--- src/rtl/pipelined_adder.sv ---
// pipelined_adder: WIDTH-bit adder split into SEG-bit ripple segments, one
// segment per pipeline stage, with the inter-segment carry registered between
// stages. Operands are skewed into their stage and segment sums are deskewed,
// so every segment of one addition reaches the output on the same cycle.
// The valid/ready handshake freezes the whole pipeline while the output is
// held. The pipeline is its own control: the only state besides data is the
// valid shift chain.
// Optional feature: define PIPE_ADDER_OVF_EN to add the signed-overflow
// output `ovf`.

// Fixed-depth delay line that advances only when `adv` is high.
module pipelined_adder_dly #(
    parameter int W     = 1,
    parameter int DEPTH = 1
) (
    input  logic         clk,
    input  logic         rstN,
    input  logic         adv,
    input  logic [W-1:0] d,
    output logic [W-1:0] q
);
    logic [DEPTH-1:0][W-1:0] pipe_q, pipe_d;

    // Shift by one slot on advance; hold every slot while stalled.
    always_comb begin
        pipe_d = pipe_q;
        if (adv) begin
            pipe_d[0] = d;
            for (int i = 1; i < DEPTH; i++) pipe_d[i] = pipe_q[i-1];
        end
    end

    // Delay-line registers.
    always_ff @(posedge clk or negedge rstN) begin
        if (!rstN) pipe_q <= '0;
        else       pipe_q <= pipe_d;
    end

    assign q = pipe_q[DEPTH-1];
endmodule

// One adder segment: operand skew, registered ripple add, and sum deskew.
module pipelined_adder_stage #(
    parameter int SEG    = 8,
    parameter int SKEW   = 0,
    parameter int DESKEW = 0
) (
    input  logic           clk,
    input  logic           rstN,
    input  logic           adv,
    input  logic [SEG-1:0] a_seg,
    input  logic [SEG-1:0] b_seg,
    input  logic           cy_in,
    output logic           cy_q,
    output logic [SEG-1:0] sum_seg
);
    logic [SEG-1:0] sa, sb;
    logic [SEG-1:0] sum_q, sum_d;
    logic           cy_d;
    logic [SEG:0]   add;

    // Delay this segment's operands until the carry from below arrives.
    if (SKEW > 0) begin : g_skew
        logic [2*SEG-1:0] skew_q;
        pipelined_adder_dly #(.W(2*SEG), .DEPTH(SKEW)) u_skew (
            .clk(clk), .rstN(rstN), .adv(adv), .d({a_seg, b_seg}), .q(skew_q)
        );
        assign sa = skew_q[2*SEG-1:SEG];
        assign sb = skew_q[SEG-1:0];
    end else begin : g_noskew
        assign sa = a_seg;
        assign sb = b_seg;
    end

    // Ripple-carry segment add; the registered carry feeds the next stage.
    always_comb begin
        add   = {1'b0, sa} + {1'b0, sb} + {{SEG{1'b0}}, cy_in};
        sum_d = sum_q;
        cy_d  = cy_q;
        if (adv) begin
            sum_d = add[SEG-1:0];
            cy_d  = add[SEG];
        end
    end

    // Segment sum and carry registers.
    always_ff @(posedge clk or negedge rstN) begin
        if (!rstN) begin
            sum_q <= '0;
            cy_q  <= 1'b0;
        end else begin
            sum_q <= sum_d;
            cy_q  <= cy_d;
        end
    end

    // Hold the finished segment until the top segment catches up.
    if (DESKEW > 0) begin : g_deskew
        pipelined_adder_dly #(.W(SEG), .DEPTH(DESKEW)) u_deskew (
            .clk(clk), .rstN(rstN), .adv(adv), .d(sum_q), .q(sum_seg)
        );
    end else begin : g_nodeskew
        assign sum_seg = sum_q;
    end
endmodule

module pipelined_adder #(
    parameter int WIDTH = 32,
    parameter int SEG   = 8
) (
    input  logic             clk,
    input  logic             rstN,
    input  logic [WIDTH-1:0] a,
    input  logic [WIDTH-1:0] b,
    input  logic             cIn,
    input  logic             inValid,
    output logic             inReady,
    output logic [WIDTH-1:0] sum,
    output logic             cOut,
    output logic             outValid,
    input  logic             outReady
`ifdef PIPE_ADDER_OVF_EN
    ,
    output logic             ovf
`endif
);
    localparam int STAGES = WIDTH / SEG;

    logic                        adv;
    logic [STAGES:0]             vld_pipe;
    logic [STAGES-1:0]           vld_q, vld_d;
    logic [STAGES:0]             cy_ch;
    logic [STAGES-1:0][SEG-1:0]  a_seg, b_seg, sum_seg;

    // The pipeline only freezes when a valid result is being refused;
    // bubbles at the output never block.
    assign adv      = !(outValid && !outReady);
    assign inReady  = adv;
    assign outValid = vld_q[STAGES-1];

    assign vld_pipe = {vld_q, inValid && adv};

    // Valid chain: a bubble enters whenever no transaction is accepted.
    always_comb begin
        vld_d = vld_q;
        if (adv) vld_d = vld_pipe[STAGES-1:0];
    end

    // Valid-bit registers.
    always_ff @(posedge clk or negedge rstN) begin
        if (!rstN) vld_q <= '0;
        else       vld_q <= vld_d;
    end

    assign a_seg    = a;
    assign b_seg    = b;
    assign cy_ch[0] = cIn;

    for (genvar k = 0; k < STAGES; k++) begin : g_stage
        pipelined_adder_stage #(
            .SEG(SEG), .SKEW(k), .DESKEW(STAGES - 1 - k)
        ) u_stage (
            .clk     (clk),
            .rstN    (rstN),
            .adv     (adv),
            .a_seg   (a_seg[k]),
            .b_seg   (b_seg[k]),
            .cy_in   (cy_ch[k]),
            .cy_q    (cy_ch[k+1]),
            .sum_seg (sum_seg[k])
        );
    end

    assign sum  = sum_seg;
    assign cOut = cy_ch[STAGES];

`ifdef PIPE_ADDER_OVF_EN
    // Carry into the MSB is a_msb ^ b_msb ^ sum_msb; overflow is that carry
    // differing from cOut. The operand MSBs ride a STAGES-deep delay so every
    // term is a register aligned with sum; all-zero reset gives ovf=0.
    logic [1:0] msb_q;
    pipelined_adder_dly #(.W(2), .DEPTH(STAGES)) u_msb (
        .clk(clk), .rstN(rstN), .adv(adv),
        .d({a[WIDTH-1], b[WIDTH-1]}), .q(msb_q)
    );
    assign ovf = msb_q[1] ^ msb_q[0] ^ sum[WIDTH-1] ^ cOut;
`endif
endmodule

--- config.mk ---
export PLATFORM = sky130hd
export DESIGN_NAME = pipelined_adder
export DESIGN_NICKNAME = d
export VERILOG_FILES = /design/src/rtl/pipelined_adder.sv
export SDC_FILE = /design/constraint.sdc
export NUM_CORES = 1
export LEC_CHECK = 0
export CELL_PAD_IN_SITES_DETAIL_PLACEMENT = 0
export CELL_PAD_IN_SITES_GLOBAL_PLACEMENT = 2
export CORE_ASPECT_RATIO = 0.9
export CORE_MARGIN = 10
export CORE_UTILIZATION = 30
export DETAILED_ROUTE_END_ITERATION = 6
export PLACE_DENSITY = 0.76
export REMOVE_ABC_BUFFERS = 1
export SLEW_MARGIN = 10
export SYNTH_ARGS = -nofsm -noshare
export SYNTH_HDL_FRONTEND = slang
export SYNTH_SLANG_ARGS = --single-unit
--- constraint.sdc ---
create_clock -name clk -period 1.96 [get_ports clk]
set_input_delay 0.49 -clock clk [delete_from_list [all_inputs] [get_ports clk]]
set_output_delay 0.49 -clock clk [all_outputs]
set_load 0.01 [all_outputs]
==> flow_metrics.py, run 1 <==
metrics = {
    "worst_setup_path": {
        "worstSetupPathType": "register to register",
        "crit_slowest_cell": "sky130_fd_sc_hd__fa_2",
        "cpPeakStageDelay_ns": 0.44,
        "worstPathMaxFanout": 2,
        "worstPathRequired_ns": 2.27,
        "timing.critical_path.buf_inv": 0,
        "end_kind": "register",
        "critPathMostFrequentCell": "sky130_fd_sc_hd__fa_2",
        "cp_data_arrival_time_ns": 2.34,
        "reg2reg_slack_ns": -0.07,
        "start_kind": "register",
        "path_cells": "fa_2 -> fa_2 -> a21oi_4 -> o211ai_2 -> a21oi_2 -> xnor2_1 -> o21ai_1",
        "critical-path-top-delay-family": "adder cells",
    },
    "grt": {
        "grt_remaining_overflow": 0,
        "grt_pass1_wl_um": 30800,
        "grtUsageTotal": 0.107,
        "vias_in_the_first_global_route": 6138,
        "antenna_found_initial": 0,
        "maximum_number_of_pins_on_one_net_before_global_route_repair": 88,
    },
    "drt": {
        "route.layer.met1.wl_um": 8940,
        "post-route-drc-count": 0,
        "avgRoutedWirePerCell_um": 12.9,
        "routed_via_density": 4.30,
        "via_count": 5967,
        "topRoutingLayerUsed": "met4",
        "detailedRoute.firstPassIterationCount": 6,
        "drt-total-wl_um": 18000,
        "drt_iter0_drc": 308,
        "detail-route-antenna-nets": 0,
        "wl_met2_um": 8170,
        "route.met3.wl_um": 672,
    },
    "sta": {
        "finalWorstSetupSlack_ns": -0.0742,
        "slew_violations": 0,
        "timing_worst_slew_pin_value_ns": 0.466,
        "min_period_over_period": 1.04,
        "grt_setup_unrepaired": "yes",
        "min_period_ns": 2.03,
        "timing.slew.headroom": 0.689,
        "achievable_freq_mhz": 492,
        "final_hold_viol_count": 0,
        "finalSetupViolCount": 9,
        "timing.clock.skew_ns": 0.0110,
    },
    "placed_design": {
        "io_buffers": 103,
        "place.detailed.hpwl_um": 12100,
        "globalplace.congestion": 0.737,
        "pre_cts_ws_ns": -0.758,
    },
    "clock_tree": {
        "cts_sinks": 184,
        "clock_tree.htree_level_count": 4,
        "clkSlewWorstSetupHoldPaths_ns": 0.07,
        "clock_latency_of_the_later_clocked_register_in_the_worst_skew_pair_ns": 0.43,
        "clock_tree.buffer_depth": 2,
        "numCtsBuffers": 17,
        "tritoncts_clock_tree": "yes",
        "ctsRootBufferMaster": "sky130_fd_sc_hd__clkbuf_16",
    },
    "yosys": {
        "syn_area_sq_mm": 0.00824,
        "synth_seq_area_share": 0.559,
        "synth.distinct_cells": 32,
        "post_synthesis_cell_count": 918,
        "ys_ff_latch": 184,
        "yosysWarnings": 0,
        "syn-mean-instance-area_sq_um": 8.97,
    },
    "run": {
        "max_cap_violations": 0,
    },
    "floorplanning": {
        "core_sq_mm": 0.0270,
        "fp.dieW_um": 195,
        "fp.dieArea_sq_mm": 0.0345,
        "ios": 104,
        "initial_utilization": 0.305,
        "floorplan.die.height_um": 177,
        "placementRows": 57,
    },
    "layout": {
        "nFillCells": 2808,
        "flow.area_growth_from_synthesis_pct": 26.9,
        "seq_area_sq_mm": 0.00460,
        "final_net_count": 1127,
        "final_common_cell": "sky130_fd_sc_hd__nand2_1",
        "area_of_combinational_cells_with_multiple_inputs_sq_mm": 0.00336,
        "layout_common_cells": "495 x sky130_fd_sc_hd__nand2_1, 184 x sky130_fd_sc_hd__dfrtp_1, 97 x sky130_fd_sc_hd__clkdlybuf4s50_1",
        "fraction_of_final_layout_cells_with_drive_strength_greater_than_1": 0.0995,
        "antennaDiodeCount": 0,
    },
    "power": {
        "power.density_cell_area_mw_per_mm2": 1550,
        "cellLeakagePower_nw": 5.13,
        "peakVddDrop_uv": 541,
        "p_total_mw": 16.2,
    },
    "min_path": {
        "hp-class": "input port to asynchronous set/reset pin",
    },
    "status": {
        "violations_in_the_final_reports": "negative setup slack",
        "status": "finished with violations",
    },
}
-- cell type report --
cell class | instances | area share
Clock buffer | 23 | 0.0457
Tap cell | 354 | 0.0424
Inverter | 9 | 0.00371
Clock inverter | 9 | 0.00647
Multi-Input combinational cell | 669 | 0.322
Timing Repair Buffer | 141 | 0.139
Sequential cell | 184 | 0.441
-- kinds of logic (layout without fill, tap and decap cells) --
kind of cell / Yosys count / count (layout) / share of synthesized area
AOI/OAI and AO/OA: 82 / 82 / 0.0632
xor gates and xnor gates: 18 / 18 / 0.0191
adders and majority gates: 36 / 36 / 0.0620
buffers and inverters: 65 / 182 / 0.0462
DFF: 184 / 184 / 0.559
and+or+nand+nor: 533 / 533 / 0.250
-- final timing paths --
check | start | endpoint | depth (start not counted)
max reg2reg | g_stage[1].u_stage.cy_q$_DFFE_PN0N_ | g_stage[2].u_stage.sum_q[6]$_DFFE_PN0N_ | 7
min reg2reg | g_stage[0].u_stage.g_deskew.u_deskew.q[1]$_DFFE_PN0N_ | g_stage[0].u_stage.g_deskew.u_deskew.q[1]$_DFFE_PN0N_ | 2
min | rstN | g_stage[3].u_stage.g_skew.u_skew.pipe_q[2]$_DFFE_PN0N_ | 1
max | g_stage[1].u_stage.cy_q$_DFFE_PN0N_ | g_stage[2].u_stage.sum_q[6]$_DFFE_PN0N_ | 7
max in group asynchronous | rstN | g_stage[2].u_stage.g_skew.u_skew.pipe_q[5]$_DFFE_PN0N_ | 2
min in group clk | g_stage[0].u_stage.g_deskew.u_deskew.q[1]$_DFFE_PN0N_ | g_stage[0].u_stage.g_deskew.u_deskew.q[1]$_DFFE_PN0N_ | 2
-- metal layers --
metal,vias up,track usage
met5,-,0
met2,75,0.169
met4,0,0.0317
li1,3084,-
met1,2794,0.143
met3,14,0.0263
-- state kept, by name, indices dropped and copies added, names as in the netlist --
signal and cells:
g_stage.u_stage.sum_seg 8, g_stage.u_stage.cy_q 4, g_stage.u_stage.g_skew.u_skew.q 48, g_stage.u_stage.g_skew.u_skew.pipe_q 48, g_stage.u_stage.g_deskew.u_deskew.pipe_q 24, g_stage.u_stage.g_deskew.u_deskew.q 24
vld_q 4, g_stage.u_stage.sum_q 24
-- per-stage QoR --
| step | hold WS [ns] | utilization | area (sq um) | TNS [ns] | cells |
|---|---|---|---|---|---|
| global route | 0.0436 | 0.387 | 10400 | -1.68 | 1389 |
| detailed placement | 0.448 | 0.360 | 9730 | -11.12 | 1350 |
| CTS | 0.0259 | 0.383 | 10300 | -0.302 | 1384 |
| global placement | 0.446 | 0.360 | 9730 | -10.06 | 1350 |
| finish | 0.0198 | 0.387 | 10400 | -0.312 | 1389 |
| floorplan | 0.194 | - | 7890 | -500.54 | 862 |
-- synth_stat cells --
library cell,number,area share
sky130_fd_sc_hd__fa_1,8,0.019
sky130_fd_sc_hd__or3_1,2,0.0015
sky130_fd_sc_hd__a211oi_1,4,0.0036
sky130_fd_sc_hd__dfrtp_1,184,0.56
sky130_fd_sc_hd__o211ai_1,4,0.0036
sky130_fd_sc_hd__o21ai_1,14,0.0085
sky130_fd_sc_hd__xnor2_1,6,0.0064
sky130_fd_sc_hd__nor2b_1,1,0.00076
sky130_fd_sc_hd__o21bai_1,4,0.0036
sky130_fd_sc_hd__a31oi_1,4,0.0030
sky130_fd_sc_hd__nor2_1,12,0.0055
sky130_fd_sc_hd__a21oi_1,14,0.0085
sky130_fd_sc_hd__a21o_1,4,0.0036
sky130_fd_sc_hd__buf_2,16,0.0097
sky130_fd_sc_hd__buf_4,27,0.025
sky130_fd_sc_hd__ha_1,28,0.043
sky130_fd_sc_hd__xor2_1,12,0.013
sky130_fd_sc_hd__nor3_1,16,0.0097
sky130_fd_sc_hd__nor3_2,2,0.0024
sky130_fd_sc_hd__buf_6,2,0.0027
sky130_fd_sc_hd__nand2_1,495,0.23
sky130_fd_sc_hd__o21ai_0,22,0.013
sky130_fd_sc_hd__o21a_1,2,0.0018
sky130_fd_sc_hd__clkbuf_1,11,0.0050
sky130_fd_sc_hd__o211ai_2,2,0.0030
sky130_fd_sc_hd__inv_2,1,0.00046
sky130_fd_sc_hd__inv_1,8,0.0036
sky130_fd_sc_hd__nor2b_4,1,0.0017
sky130_fd_sc_hd__a211oi_2,4,0.0061
sky130_fd_sc_hd__nand2b_1,3,0.0023
sky130_fd_sc_hd__a21oi_2,4,0.0043
sky130_fd_sc_hd__and2b_1,1,0.00091
-- worst reg2reg max path, stage by stage, from the launching register on --
cell and delay (ns):
sky130_fd_sc_hd__dfrtp_1 0.41, sky130_fd_sc_hd__fa_2 0.44, sky130_fd_sc_hd__fa_2 0.41, sky130_fd_sc_hd__a21oi_4 0.17, sky130_fd_sc_hd__o211ai_2 0.10, sky130_fd_sc_hd__a21oi_2 0.18, sky130_fd_sc_hd__xnor2_1 0.14, sky130_fd_sc_hd__o21ai_1 0.07
-- where the power goes --
group / internal (mW) / leakage, nW / switching (mW)
logic: 3.13 / 2.64 / 3.49
registers: 5.44 / 2.23 / 0.896
clock network: 1.74 / 0.260 / 1.52
-- what timing repair did --
action / in CTS / in global routing
setup buffers: 2 / 5
pin swaps: 23 / 40
hold endpoints to repair: 0 / 0
gates resized for setup: 23 / 22
hold buffers: 0 / 0
setup endpoints to repair: 21 / 17
Power figures use the tool's default switching activity.
==> run 2, diff against run 1 <==
--- a/config.mk
+++ b/config.mk
@@ -13,6 +13,7 @@
 export DETAILED_ROUTE_END_ITERATION = 6
 export PLACE_DENSITY = 0.76
 export REMOVE_ABC_BUFFERS = 1
+export SETUP_SLACK_MARGIN = 0.05
 export SLEW_MARGIN = 10
 export SYNTH_ARGS = -nofsm -noshare
 export SYNTH_HDL_FRONTEND = slang
==> constraint.sdc (replaced) <==
create_clock -name clk -period 1.96 [get_ports clk]
set_input_delay 0.49 -clock clk [delete_from_list [all_inputs] [get_ports clk]]
set_output_delay 0.49 -clock clk [all_outputs]
set_load 0.005 [all_outputs]
==> run 2 against run 1 <==
Net effect:
- the run ends with negative hold slack, negative setup slack left
- combinational power is 5.6% lower
- sequential cell count stayed put
- die area stayed put
- register-to-register slack better by 0.03 ns
- critical path depth stayed put
- largest cell class unchanged
==> flow_metrics.py, run 2 (synthesized netlist as in run 1, its figures left out) <==
metrics = {
    "grt": {
        "grt_remaining_overflow": 0,
        "vias_in_the_first_global_route": 5881,
        "maximum_number_of_pins_on_one_net_before_global_route_repair": 57,
        "grt_pass1_wl_um": 30100,
        "grtUsageTotal": 0.104,
        "antenna_found_initial": 0,
    },
    "layout": {
        "final_core_utilization": 0.385,
        "fraction_of_final_layout_cells_with_drive_strength_greater_than_1": 0.0951,
        "flow.area_growth_from_synthesis_pct": 26.2,
        "final_common_cell": "sky130_fd_sc_hd__nand2_1",
        "antennaDiodeCount": 0,
        "final_net_count": 1123,
        "layout_common_cells": "495 x sky130_fd_sc_hd__nand2_1, 184 x sky130_fd_sc_hd__dfrtp_1, 97 x sky130_fd_sc_hd__clkdlybuf4s50_1",
        "finalInstanceArea_sq_mm": 0.0104,
    },
    "sta": {
        "grt_setup_unrepaired": "yes",
        "fin_worst_hold_slack_ns": -0.00373,
        "timing.clock.skew_ns": 0.00865,
        "min_period_over_period": 1.02,
        "min_period_ns": 2.01,
        "timing.slew.headroom": 0.714,
        "timing_worst_slew_pin_value_ns": 0.428,
        "finalWorstSetupSlack_ns": -0.0471,
        "achievable_freq_mhz": 498,
        "final_hold_viol_count": 4,
        "finalSetupViolCount": 5,
        "slew_violations": 0,
    },
    "floorplanning": {
        "fp.dieArea_sq_mm": 0.0345,
        "core_sq_mm": 0.0270,
        "placementRows": 57,
        "fp.dieW_um": 195,
        "initial_utilization": 0.305,
        "floorplan.die.height_um": 177,
        "ios": 104,
    },
    "worst_setup_path": {
        "path_cells": "fa_2 -> fa_2 -> a21oi_2 -> o211ai_2 -> a21oi_2 -> xnor2_1 -> o21ai_1",
        "worstPathRequired_ns": 2.27,
        "crit_slowest_cell": "sky130_fd_sc_hd__fa_2",
        "cpPeakStageDelay_ns": 0.43,
        "cp_data_arrival_time_ns": 2.31,
        "worstSetupPathType": "register to register",
        "end_kind": "register",
        "worstPathMaxFanout": 2,
        "reg2reg_slack_ns": -0.05,
        "start_kind": "register",
    },
    "power": {
        "peakVddDrop_uv": 565,
        "power.density_cell_area_mw_per_mm2": 1540,
        "cellLeakagePower_nw": 5.12,
    },
    "drt": {
        "avgRoutedWirePerCell_um": 12.6,
        "detailedRoute.firstPassIterationCount": 4,
        "post-route-drc-count": 0,
        "routed_via_density": 4.25,
        "detail-route-antenna-nets": 0,
        "drt_iter0_drc": 309,
        "via_count": 5887,
        "drt-total-wl_um": 17500,
    },
    "min_path": {
        "hp-class": "input port to asynchronous set/reset pin",
    },
    "run": {
        "max_cap_violations": 0,
    },
    "clock_tree": {
        "hold_buf_cts": 0,
        "numCtsBuffers": 17,
        "clkSlewWorstSetupHoldPaths_ns": 0.07,
        "clock_tree.htree_level_count": 4,
        "clock_tree.buffer_depth": 2,
        "cts_sinks": 184,
        "tritoncts_clock_tree": "yes",
        "clock_latency_of_the_later_clocked_register_in_the_worst_skew_pair_ns": 0.43,
        "ctsRootBufferMaster": "sky130_fd_sc_hd__clkbuf_16",
    },
    "placed_design": {
        "place.detailed.hpwl_um": 12100,
        "globalplace.congestion": 0.712,
        "place_area_sq_mm": 0.00973,
        "io_buffers": 103,
    },
    "status": {
        "status": "finished with violations",
        "violations_in_the_final_reports": "negative hold slack, negative setup slack",
    },
}
==> run 2: changes by cell type in the layout (fill, tap and decap cells not counted), sizes merged <==
| cell | before | now |
|---|---|---|
| clkbuf | 25 | 23 |
| buf | 38 | 34 |
| inv | 11 | 13 |
| clkdlybuf4s15 | 2 | 1 |
| bufinv | 0 | 1 |
==> run 2: final timing paths <==
| check | start | end | cells after the start |
|---|---|---|---|
| setup / recovery | g_stage[0].u_stage.cy_q$_DFFE_PN0N_ | g_stage[1].u_stage.sum_q[6]$_DFFE_PN0N_ | 7 |
| hold / removal | rstN | g_stage[3].u_stage.g_skew.u_skew.pipe_q[2]$_DFFE_PN0N_ | 1 |
| setup reg to reg | g_stage[0].u_stage.cy_q$_DFFE_PN0N_ | g_stage[1].u_stage.sum_q[6]$_DFFE_PN0N_ | 7 |
| hold reg to reg | g_stage[2].u_stage.g_deskew.u_deskew.q[7]$_DFFE_PN0N_ | g_stage[2].u_stage.g_deskew.u_deskew.q[7]$_DFFE_PN0N_ | 2 |
| max in group asynchronous | rstN | g_stage[0].u_stage.g_deskew.u_deskew.pipe_q[14]$_DFFE_PN0N_ | 2 |
| min in group clk | g_stage[2].u_stage.g_deskew.u_deskew.q[7]$_DFFE_PN0N_ | g_stage[2].u_stage.g_deskew.u_deskew.q[7]$_DFFE_PN0N_ | 2 |
==> run 2: layout make-up <==
type,instances,area (sq um)
Inverter,9,38.8
Tap cell,354,443
Sequential cell,184,4600
Fill cell,2818,16600
Clock buffer,20,457
Clock inverter,12,115
Timing Repair Buffer,137,1400
Multi-Input combinational cell,669,3340
==> run 2: power by group <==
part           leakage, nW  total (mW)  internal (mW)  switching [mW]
sequential            2.23        6.35           5.44           0.905
combinational         2.61        6.25           3.00            3.24
clock                0.274        3.38           1.84            1.54
==> run 2: worst max-delay path: cells and delay by family (launching register included) <==
family	cells	cell delay [ns]
adders and majority gates	2	0.79
AOI/OAI and AO/OA	4	0.56
DFF	1	0.41
xor gates and xnor gates	1	0.13
==> run 2: per-stage QoR <==
stage	setup TNS [ns]	instances	worst slack [ns]	total power, mW	hold slack, ns
final	-0.201	1385	-0.0471	16.0	-0.00373
after global placement	-6.62	1352	-0.765	12.5	0.450
after detailed placement	-7.57	1352	-0.790	12.6	0.452
after CTS	-0.171	1384	-0.0482	16.2	0.0117
after global routing	-1.12	1385	-0.158	17.5	0.0234
after floorplan	-497.24	862	-3.01	10.1	0.194
==> run 2: routing by layer <==
layer | share of wire | up-vias | wire, um | track usage
met1 | 0.50 | 2736 | 8780 | 0.141
met3 | 0.037 | 12 | 639 | 0.0295
li1 | - | 3065 | - | -
met4 | 0.0093 | 0 | 163 | 0.0259
met5 | 0 | - | 0 | 0
met2 | 0.45 | 74 | 7930 | 0.161
==> run 2: repair_timing <==
action                                  4_1_cts  5_1_grt
endpoints found under the setup margin       21       20
setup buffers                                 0        1
resized for setup                            24       13
endpoints found under the hold margin         0        0
pin swaps                                    25       25
